File: src/rtl/spi_avalon_bridge_if.sv
// Signal bundle between the SPI pins, the Avalon-MM slave side and the bridge status outputs.
// "master" is the bridge's view (it masters the Avalon bus); "slave" is the far side.
interface spi_avalon_bridge_if;
  logic        spi_sck;
  logic        spi_cs_n;
  logic        spi_mosi;
  logic        spi_miso;
  logic [15:0] avm_address;
  logic        avm_read;
  logic        avm_write;
  logic [31:0] avm_writedata;
  logic [31:0] avm_readdata;
  logic        avm_waitrequest;
  logic        busy;
  logic        err_timeout;

  modport master (
    input  spi_sck, spi_cs_n, spi_mosi, avm_readdata, avm_waitrequest,
    output spi_miso, avm_address, avm_read, avm_write, avm_writedata, busy, err_timeout
  );

  modport slave (
    output spi_sck, spi_cs_n, spi_mosi, avm_readdata, avm_waitrequest,
    input  spi_miso, avm_address, avm_read, avm_write, avm_writedata, busy, err_timeout
  );
endinterface

File: src/rtl/spi_avalon_bridge.sv
// SPI mode-0 slave that decodes fixed 7/8-byte frames into single 32-bit Avalon-MM
// reads/writes. SPI pins are oversampled in the clock domain.
module spi_avalon_bridge #(
  parameter int          SYNC_STAGES    = 2,
  parameter int          TIMEOUT_CYCLES = 1024,
  parameter logic [31:0] ERR_PATTERN    = 32'hDEADBEEF
) (
  input logic                 clock,
  input logic                 reset,
  spi_avalon_bridge_if.master bus
);

  localparam int         TO_W      = $clog2(TIMEOUT_CYCLES + 1);
  localparam logic [7:0] CMD_WRITE = 8'h01;
  localparam logic [7:0] CMD_READ  = 8'h02;

  typedef enum logic [3:0] {
    S_IDLE, S_CMD, S_ADDR, S_WDATA, S_WR_REQ, S_RD_REQ, S_TX, S_DONE, S_DISCARD
  } state_t;

  state_t r_state;
  state_t w_state_next;

  logic [SYNC_STAGES-1:0] r_sck_sync;
  logic [SYNC_STAGES-1:0] r_cs_sync;
  logic [SYNC_STAGES-1:0] r_mosi_sync;
  logic                   r_sck_prev;
  logic                   r_cs_prev;

  logic w_sck;
  logic w_cs;
  logic w_mosi;
  logic w_sck_rise;
  logic w_sck_fall;
  logic w_cs_fall;

  logic [2:0]  r_bit_cnt;
  logic [3:0]  r_byte_cnt;
  logic [6:0]  r_shift_in;
  logic [7:0]  r_addr_hi;
  logic [7:0]  r_addr_lo;
  logic [23:0] r_wdata_hi;
  logic        r_cmd_read;
  logic [7:0]  w_byte_val;
  logic        w_byte_done;

  logic            r_avm_read;
  logic            r_avm_write;
  logic [15:0]     r_avm_address;
  logic [31:0]     r_avm_writedata;
  logic [TO_W-1:0] r_to_cnt;
  logic            r_err_timeout;
  logic [31:0]     r_rd_data;
  logic            r_rd_valid;
  logic            r_req_live;

  logic [30:0] r_tx_shift;
  logic        r_miso;
  logic [31:0] w_tx_word;
  logic        r_busy;

  logic w_start_rd;
  logic w_start_wr;
  logic w_load_tx;

  // Pin synchronisers; cs_n idles high so reset must not create a false falling edge.
  always_ff @(posedge clock or posedge reset) begin
    if (reset) begin
      r_sck_sync  <= '0;
      r_cs_sync   <= '1;
      r_mosi_sync <= '0;
      r_sck_prev  <= 1'b0;
      r_cs_prev   <= 1'b1;
    end else begin
      r_sck_sync  <= {r_sck_sync[SYNC_STAGES-2:0], bus.spi_sck};
      r_cs_sync   <= {r_cs_sync[SYNC_STAGES-2:0], bus.spi_cs_n};
      r_mosi_sync <= {r_mosi_sync[SYNC_STAGES-2:0], bus.spi_mosi};
      r_sck_prev  <= w_sck;
      r_cs_prev   <= w_cs;
    end
  end

  assign w_sck       = r_sck_sync[SYNC_STAGES-1];
  assign w_cs        = r_cs_sync[SYNC_STAGES-1];
  assign w_mosi      = r_mosi_sync[SYNC_STAGES-1];
  assign w_sck_rise  = w_sck & ~r_sck_prev & ~w_cs;
  assign w_sck_fall  = ~w_sck & r_sck_prev & ~w_cs;
  assign w_cs_fall   = ~w_cs & r_cs_prev;
  assign w_byte_val  = {r_shift_in, w_mosi};
  assign w_byte_done = w_sck_rise && (r_bit_cnt == 3'd7);

  always_ff @(posedge clock or posedge reset) begin
    if (reset) begin
      r_bit_cnt  <= '0;
      r_byte_cnt <= '0;
      r_shift_in <= '0;
      r_addr_hi  <= '0;
      r_addr_lo  <= '0;
      r_wdata_hi <= '0;
      r_cmd_read <= 1'b0;
    end else if (w_cs || w_cs_fall) begin
      r_bit_cnt  <= '0;
      r_byte_cnt <= '0;
    end else if (w_sck_rise) begin
      r_shift_in <= w_byte_val[6:0];
      r_bit_cnt  <= r_bit_cnt + 3'd1;
      if (r_bit_cnt == 3'd7) begin
        if (r_byte_cnt != 4'hF) begin
          r_byte_cnt <= r_byte_cnt + 4'd1;
        end
        case (r_byte_cnt)
          4'd0:             r_cmd_read <= (w_byte_val == CMD_READ);
          4'd1:             r_addr_hi  <= w_byte_val;
          4'd2:             r_addr_lo  <= w_byte_val;
          4'd3, 4'd4, 4'd5: r_wdata_hi <= {r_wdata_hi[15:0], w_byte_val};
          default: ;
        endcase
      end
    end
  end

  always_ff @(posedge clock or posedge reset) begin
    if (reset) begin
      r_state <= S_IDLE;
    end else begin
      r_state <= w_state_next;
    end
  end

  always_comb begin
    w_state_next = r_state;
    w_start_rd   = 1'b0;
    w_start_wr   = 1'b0;
    w_load_tx    = 1'b0;
    if (w_cs) begin
      w_state_next = S_IDLE;
    end else begin
      case (r_state)
        S_IDLE: begin
          if (w_cs_fall) w_state_next = S_CMD;
        end
        S_CMD: begin
          if (w_byte_done) begin
            w_state_next = (w_byte_val == CMD_WRITE || w_byte_val == CMD_READ) ? S_ADDR : S_DISCARD;
          end
        end
        S_ADDR: begin
          if (w_byte_done && r_byte_cnt == 4'd2) begin
            if (r_cmd_read) begin
              w_state_next = S_RD_REQ;
              w_start_rd   = 1'b1;
            end else begin
              w_state_next = S_WDATA;
            end
          end
        end
        S_WDATA: begin
          if (w_byte_done && r_byte_cnt == 4'd6) begin
            w_state_next = S_WR_REQ;
            w_start_wr   = 1'b1;
          end
        end
        S_WR_REQ: begin
          if (!r_avm_write && !r_avm_read) w_state_next = S_DONE;
        end
        // The falling edge after the 32nd bit launches the first read-data bit.
        S_RD_REQ: begin
          if (w_sck_fall && r_byte_cnt == 4'd4) begin
            w_state_next = S_TX;
            w_load_tx    = 1'b1;
          end
        end
        S_TX: begin
          if (w_byte_done && r_byte_cnt == 4'd7) w_state_next = S_DONE;
        end
        S_DONE, S_DISCARD: ;
        default: w_state_next = S_IDLE;
      endcase
    end
  end

  // Bus requests outlive a frame abort; r_req_live marks whether the result still matters.
  always_ff @(posedge clock or posedge reset) begin
    if (reset) begin
      r_avm_read      <= 1'b0;
      r_avm_write     <= 1'b0;
      r_avm_address   <= '0;
      r_avm_writedata <= '0;
      r_to_cnt        <= '0;
      r_err_timeout   <= 1'b0;
      r_rd_data       <= '0;
      r_rd_valid      <= 1'b0;
      r_req_live      <= 1'b0;
    end else begin
      r_err_timeout <= 1'b0;
      if (r_state == S_IDLE) begin
        r_rd_valid <= 1'b0;
        r_req_live <= 1'b0;
      end
      if (r_avm_read || r_avm_write) begin
        if (!bus.avm_waitrequest) begin
          r_avm_read  <= 1'b0;
          r_avm_write <= 1'b0;
          r_to_cnt    <= '0;
          r_req_live  <= 1'b0;
          if (r_avm_read && r_req_live && r_state != S_IDLE) begin
            r_rd_data  <= bus.avm_readdata;
            r_rd_valid <= 1'b1;
          end
        end else if (r_to_cnt == TO_W'(TIMEOUT_CYCLES - 1)) begin
          r_avm_read    <= 1'b0;
          r_avm_write   <= 1'b0;
          r_to_cnt      <= '0;
          r_req_live    <= 1'b0;
          r_err_timeout <= 1'b1;
        end else begin
          r_to_cnt <= r_to_cnt + TO_W'(1);
        end
      end else if (w_start_rd) begin
        r_avm_read    <= 1'b1;
        r_avm_address <= {r_addr_hi, w_byte_val};
        r_req_live    <= 1'b1;
      end else if (w_start_wr) begin
        r_avm_write     <= 1'b1;
        r_avm_address   <= {r_addr_hi, r_addr_lo};
        r_avm_writedata <= {r_wdata_hi, w_byte_val};
      end
    end
  end

  assign w_tx_word = r_rd_valid ? r_rd_data : ERR_PATTERN;

  always_ff @(posedge clock or posedge reset) begin
    if (reset) begin
      r_tx_shift <= '0;
      r_miso     <= 1'b0;
    end else if (w_load_tx) begin
      r_tx_shift <= w_tx_word[30:0];
      r_miso     <= w_tx_word[31];
    end else if (r_state == S_TX) begin
      if (w_sck_fall) begin
        r_tx_shift <= {r_tx_shift[29:0], 1'b0};
        r_miso     <= r_tx_shift[30];
      end
    end else begin
      r_miso <= 1'b0;
    end
  end

  // Idle/done clear busy, so it falls one clock after the FSM lands there.
  always_ff @(posedge clock or posedge reset) begin
    if (reset) begin
      r_busy <= 1'b0;
    end else if (r_state == S_IDLE || r_state == S_DONE) begin
      r_busy <= 1'b0;
    end else if (w_sck_rise) begin
      r_busy <= 1'b1;
    end
  end

  assign bus.spi_miso      = r_miso;
  assign bus.avm_address   = r_avm_address;
  assign bus.avm_read      = r_avm_read;
  assign bus.avm_write     = r_avm_write;
  assign bus.avm_writedata = r_avm_writedata;
  assign bus.busy          = r_busy;
  assign bus.err_timeout   = r_err_timeout;

endmodule

File: src/flat_wrapper.sv
// flat-port wrapper written by rule: the top's interface ports become plain ports
module spi_avalon_bridge_flat 
#(
  parameter int          SYNC_STAGES    = 2,
  parameter int          TIMEOUT_CYCLES = 1024,
  parameter logic [31:0] ERR_PATTERN    = 32'hDEADBEEF
)
  (clock, reset, bus_spi_sck, bus_spi_cs_n, bus_spi_mosi, bus_avm_readdata, bus_avm_waitrequest, bus_spi_miso, bus_avm_address, bus_avm_read, bus_avm_write, bus_avm_writedata, bus_busy, bus_err_timeout);
  spi_avalon_bridge_if bus_i ();
  input logic clock;
  input logic reset;
  input wire logic [$bits(bus_i.spi_sck)-1:0] bus_spi_sck;
  input wire logic [$bits(bus_i.spi_cs_n)-1:0] bus_spi_cs_n;
  input wire logic [$bits(bus_i.spi_mosi)-1:0] bus_spi_mosi;
  input wire logic [$bits(bus_i.avm_readdata)-1:0] bus_avm_readdata;
  input wire logic [$bits(bus_i.avm_waitrequest)-1:0] bus_avm_waitrequest;
  output wire logic [$bits(bus_i.spi_miso)-1:0] bus_spi_miso;
  output wire logic [$bits(bus_i.avm_address)-1:0] bus_avm_address;
  output wire logic [$bits(bus_i.avm_read)-1:0] bus_avm_read;
  output wire logic [$bits(bus_i.avm_write)-1:0] bus_avm_write;
  output wire logic [$bits(bus_i.avm_writedata)-1:0] bus_avm_writedata;
  output wire logic [$bits(bus_i.busy)-1:0] bus_busy;
  output wire logic [$bits(bus_i.err_timeout)-1:0] bus_err_timeout;
  assign bus_i.spi_sck = bus_spi_sck;
  assign bus_i.spi_cs_n = bus_spi_cs_n;
  assign bus_i.spi_mosi = bus_spi_mosi;
  assign bus_i.avm_readdata = bus_avm_readdata;
  assign bus_i.avm_waitrequest = bus_avm_waitrequest;
  assign bus_spi_miso = bus_i.spi_miso;
  assign bus_avm_address = bus_i.avm_address;
  assign bus_avm_read = bus_i.avm_read;
  assign bus_avm_write = bus_i.avm_write;
  assign bus_avm_writedata = bus_i.avm_writedata;
  assign bus_busy = bus_i.busy;
  assign bus_err_timeout = bus_i.err_timeout;
  spi_avalon_bridge #(.SYNC_STAGES(SYNC_STAGES), .TIMEOUT_CYCLES(TIMEOUT_CYCLES), .ERR_PATTERN(ERR_PATTERN)) u_core (.clock(clock), .reset(reset), .bus(bus_i));
endmodule
File: config.mk
export PLATFORM = sky130hd
export DESIGN_NAME = spi_avalon_bridge_flat
export DESIGN_NICKNAME = d
export VERILOG_FILES = /design/src/rtl/spi_avalon_bridge_if.sv /design/src/rtl/spi_avalon_bridge.sv /design/src/flat_wrapper.sv
export SDC_FILE = /design/constraint.sdc
export NUM_CORES = 1
export LEC_CHECK = 0
export ABC_AREA = 1
export BUFFER_PORTS_ARGS = -buffer_cell sky130_fd_sc_hd__buf_2
export CAP_MARGIN = 20
export CORE_MARGIN = 3
export CORE_UTILIZATION = 59
export DETAILED_ROUTE_END_ITERATION = 6
export HOLD_SLACK_MARGIN = 0.03
export PLACE_DENSITY_LB_ADDON = 0.05
export SETUP_SLACK_MARGIN = 0.05
export SYNTH_ARGS = -nofsm -noshare
export SYNTH_HDL_FRONTEND = slang
export SYNTH_SLANG_ARGS = --single-unit
File: constraint.sdc
create_clock -name clock -period 8 [get_ports clock]
set_input_delay 1.6 -clock clock [delete_from_list [all_inputs] [get_ports clock]]
set_output_delay 1.6 -clock clock [all_outputs]
set_load 0.01 [all_outputs]
==> impl_metrics.tcl <==
set metrics [dict create \
    viasPerCell 5.34 \
    status "finished clean" \
    critical_path_buf_inv_count 1 \
    critPathTopFamily "flip-flops" \
    grt_pass1_vias 6120 \
    grt_pass1_wl_mm 29.9 \
    crit_arrival_ns 1.08 \
    cpPeakStageDelay_ns 0.46 \
    max_freq_mhz 373 \
    rows 43 \
    tritoncts "done" \
    grt_max_degree 111 \
    totalPowerFinal_mw 2.07 \
    cts.reportedPaths.clkPinSlew_ns 0.07 \
    yosysUniqueCellTypes 35 \
    wl_per_cell_um 14.9 \
    overflow 0 \
    post-cts-setup-buffers 0 \
    final_util 0.691 \
    drt_iter0_markers 490 \
    finalMaxSlewViolations 0 \
    cts_inserted_buffers 17 \
    clock_latency_ns 0.45 \
    synth_top_area_share 0.565 \
    area_growth_pct 13.5 \
    ios 91 \
    power.density_mw_per_mm2 213 \
    grt_usage 0.232 \
    drive_gt1_frac 0.191 \
    clock_sinks 196 \
    synth_edf_count 0 \
    cap_violations 0 \
    fin_crit_ns 2.68 \
    fin_skew_ns 0.00725 \
    ctsResizeCount 0 \
    antenna_cells 0 \
    gp_congestion 0.885 \
    yosys.area.top_type "dfrtp_1" \
    path_cells "buf_2" \
    start_util 0.609 \
    vias 6250 \
    dr.pass1.iters 5 \
    routed_wl_mm 17.5 \
    die_w_um 126 \
    async_flop_share 1.00 \
    worstPathMaxFanout 4 \
    irDropWorstVdd_uv 157 \
    leakage_nw 4.90 \
    synth_area_mm2 0.00855 \
    syn-num-nets 943 \
    postSynthCellCount 898 \
    synth_commonest_cells "nand2_1, dfrtp_1, o21ai_0" \
    ant_nets 0 \
    antenna_found_initial 0 \
    worstSetupStartpointType "flip-flop" \
    cts.path.max_buffers 2 \
    pre_cts_slack_ns 4.59 \
    setup_tns_ns 0 \
    nets 1022 \
    synth_ff_type "dfrtp_1" \
    stdcell_area_mm2 0.00971 \
    worst_pin_slew_ns 0.734 \
    drc 0 \
    endpoint_kind "output pin" \
    io_buffers 90 \
    rsz0062_at_grt "false" \
    yosysWarningCount 0 \
    ys_ff_latch 196 \
    setup_ws_ns 5.32 \
    finalSetupViolations 0 \
    syn_area_per_cell_um2 9.53 \
    ys_seq_area_frac 0.574 \
    hp-class "flip-flop to flip-flop" \
    die_h_um 126 \
    cts_root_buf "clkbuf_16" \
    cts_max_level 4 \
    finalHoldViolations 0 \
    crit_type "flip-flop to output pin" \
    core_area_mm2 0.0140 \
    holdBufCountCts 0 \
    max-slew-margin-rel 0.510 \
    die_area_mm2 0.0160 \
    hpwlAfterDp_mm 11.5 \
    worstPathRequired_ns 6.40 \
    yosys.cell_count.top_type "nand2_1" \
    cp_slowest_cell "dfrtp_1" \
    place_area_mm2 0.00906 \
    post-route-period-util 0.335 \
    ys_top_cells_by_area "dfrtp_1, nand2_1, o21ai_0" \
]
[per-layer routing]
layer  GRT usage  share of wire  wire length (um)
met5           0              0                 0
met3      0.0556          0.044               765
met4      0.0770          0.016               283
met2       0.364           0.49              8490
met1       0.322           0.45              7940
[state kept, by name (all words and copies together), names as in the netlist, 2 cells and up]
signal,cells
u_core.bus.avm_writedata,32
u_core.r_rd_data,32
u_core.r_tx_shift,31
u_core.r_wdata_hi,24
u_core.bus.avm_address,16
u_core.r_to_cnt,11
u_core.r_addr_hi,8
u_core.r_addr_lo,8
u_core.r_shift_in,7
u_core.r_byte_cnt,4
u_core.r_state,4
u_core.r_bit_cnt,3
u_core.r_cs_sync,2
u_core.r_mosi_sync,2
u_core.r_sck_sync,2
[final timing paths]
check / from / to / slack, ns / depth (start not counted)
worst min-delay path: u_core.r_sck_sync[0]$_DFF_PP0_ / u_core.r_sck_sync[1]$_DFF_PP0_ / 0.36 / 0
worst max-delay path: u_core.bus.avm_read$_DFFE_PP0P_ / bus_avm_read / 5.32 / 1
worst max register to register: u_core.r_bit_cnt[0]$_DFFE_PP0P_ / u_core.bus.avm_address[0]$_DFFE_PP0P_ / 5.48 / 10
min in group asynchronous: reset / u_core.bus.avm_writedata[29]$_DFFE_PP0P_ / 1.29 / 2
worst min register to register: u_core.r_sck_sync[0]$_DFF_PP0_ / u_core.r_sck_sync[1]$_DFF_PP0_ / 0.36 / 0
max in group asynchronous: reset / u_core.r_cs_sync[1]$_DFF_PP1_ / 5.49 / 4
[kinds of logic after synthesis]
| logic type | count (synthesis) | share of synthesized area |
|---|---|---|
| simple gates | 327 | 0.164 |
| flops | 196 | 0.574 |
| compound gates | 186 | 0.111 |
| buf+inv | 135 | 0.0683 |
| fa+ha+maj | 7 | 0.0102 |
| mux | 40 | 0.0654 |
| xor+xnor | 7 | 0.00717 |
[layout make-up]
cell class,instances,area [um2]
Clock buffer,20,457
Clock inverter,12,129
Fill cell,1097,4330
Inverter,98,375
Multi-Input combinational cell,567,3070
Sequential cell,196,4910
Tap cell,180,225
Timing Repair Buffer,97,548
[placed cells by master, fill, tap and decap left out, types with 2 or more instances in the layout]
| cell | instances |
|---|---|
| nand2_1 | 216 |
| dfrtp_1 | 193 |
| o21ai_0 | 136 |
| inv_1 | 91 |
| buf_2 | 90 |
| nand3_1 | 45 |
| o21ai_1 | 37 |
| nor2_1 | 31 |
| mux2_4 | 29 |
| clkbuf_16 | 17 |
| mux2_1 | 8 |
| xor2_1 | 7 |
| ha_1 | 7 |
| nor3_1 | 6 |
| nor2_2 | 6 |
| a21oi_1 | 6 |
| nand4_1 | 6 |
| inv_2 | 5 |
| nor2_4 | 5 |
| nand3_2 | 4 |
| clkinv_2 | 4 |
| buf_4 | 4 |
| nand2_2 | 3 |
| nor4_1 | 3 |
| mux2_2 | 3 |
| clkinvlp_4 | 3 |
| dfstp_2 | 3 |
| a31oi_1 | 2 |
| bufinv_16 | 2 |
| clkinv_4 | 2 |
| clkbuf_8 | 2 |
| buf_12 | 2 |
[stage by stage]
stage	std cells	hold slack, ns
floorplan	898	0.331
global placement	1135	0.342
detailed placement	1135	0.336
CTS	1167	0.361
global route	1170	0.364
finish	1170	0.358
[power by group]
group | switching, mW | total, mW | internal (mW)
Sequential | 0.0248 | 1.04 | 1.01
Clock | 0.372 | 0.848 | 0.476
Combinational | 0.129 | 0.182 | 0.0536
Total | 0.526 | 2.07 | 1.54
No activity file was read; power rests on OpenSTA's default activity.
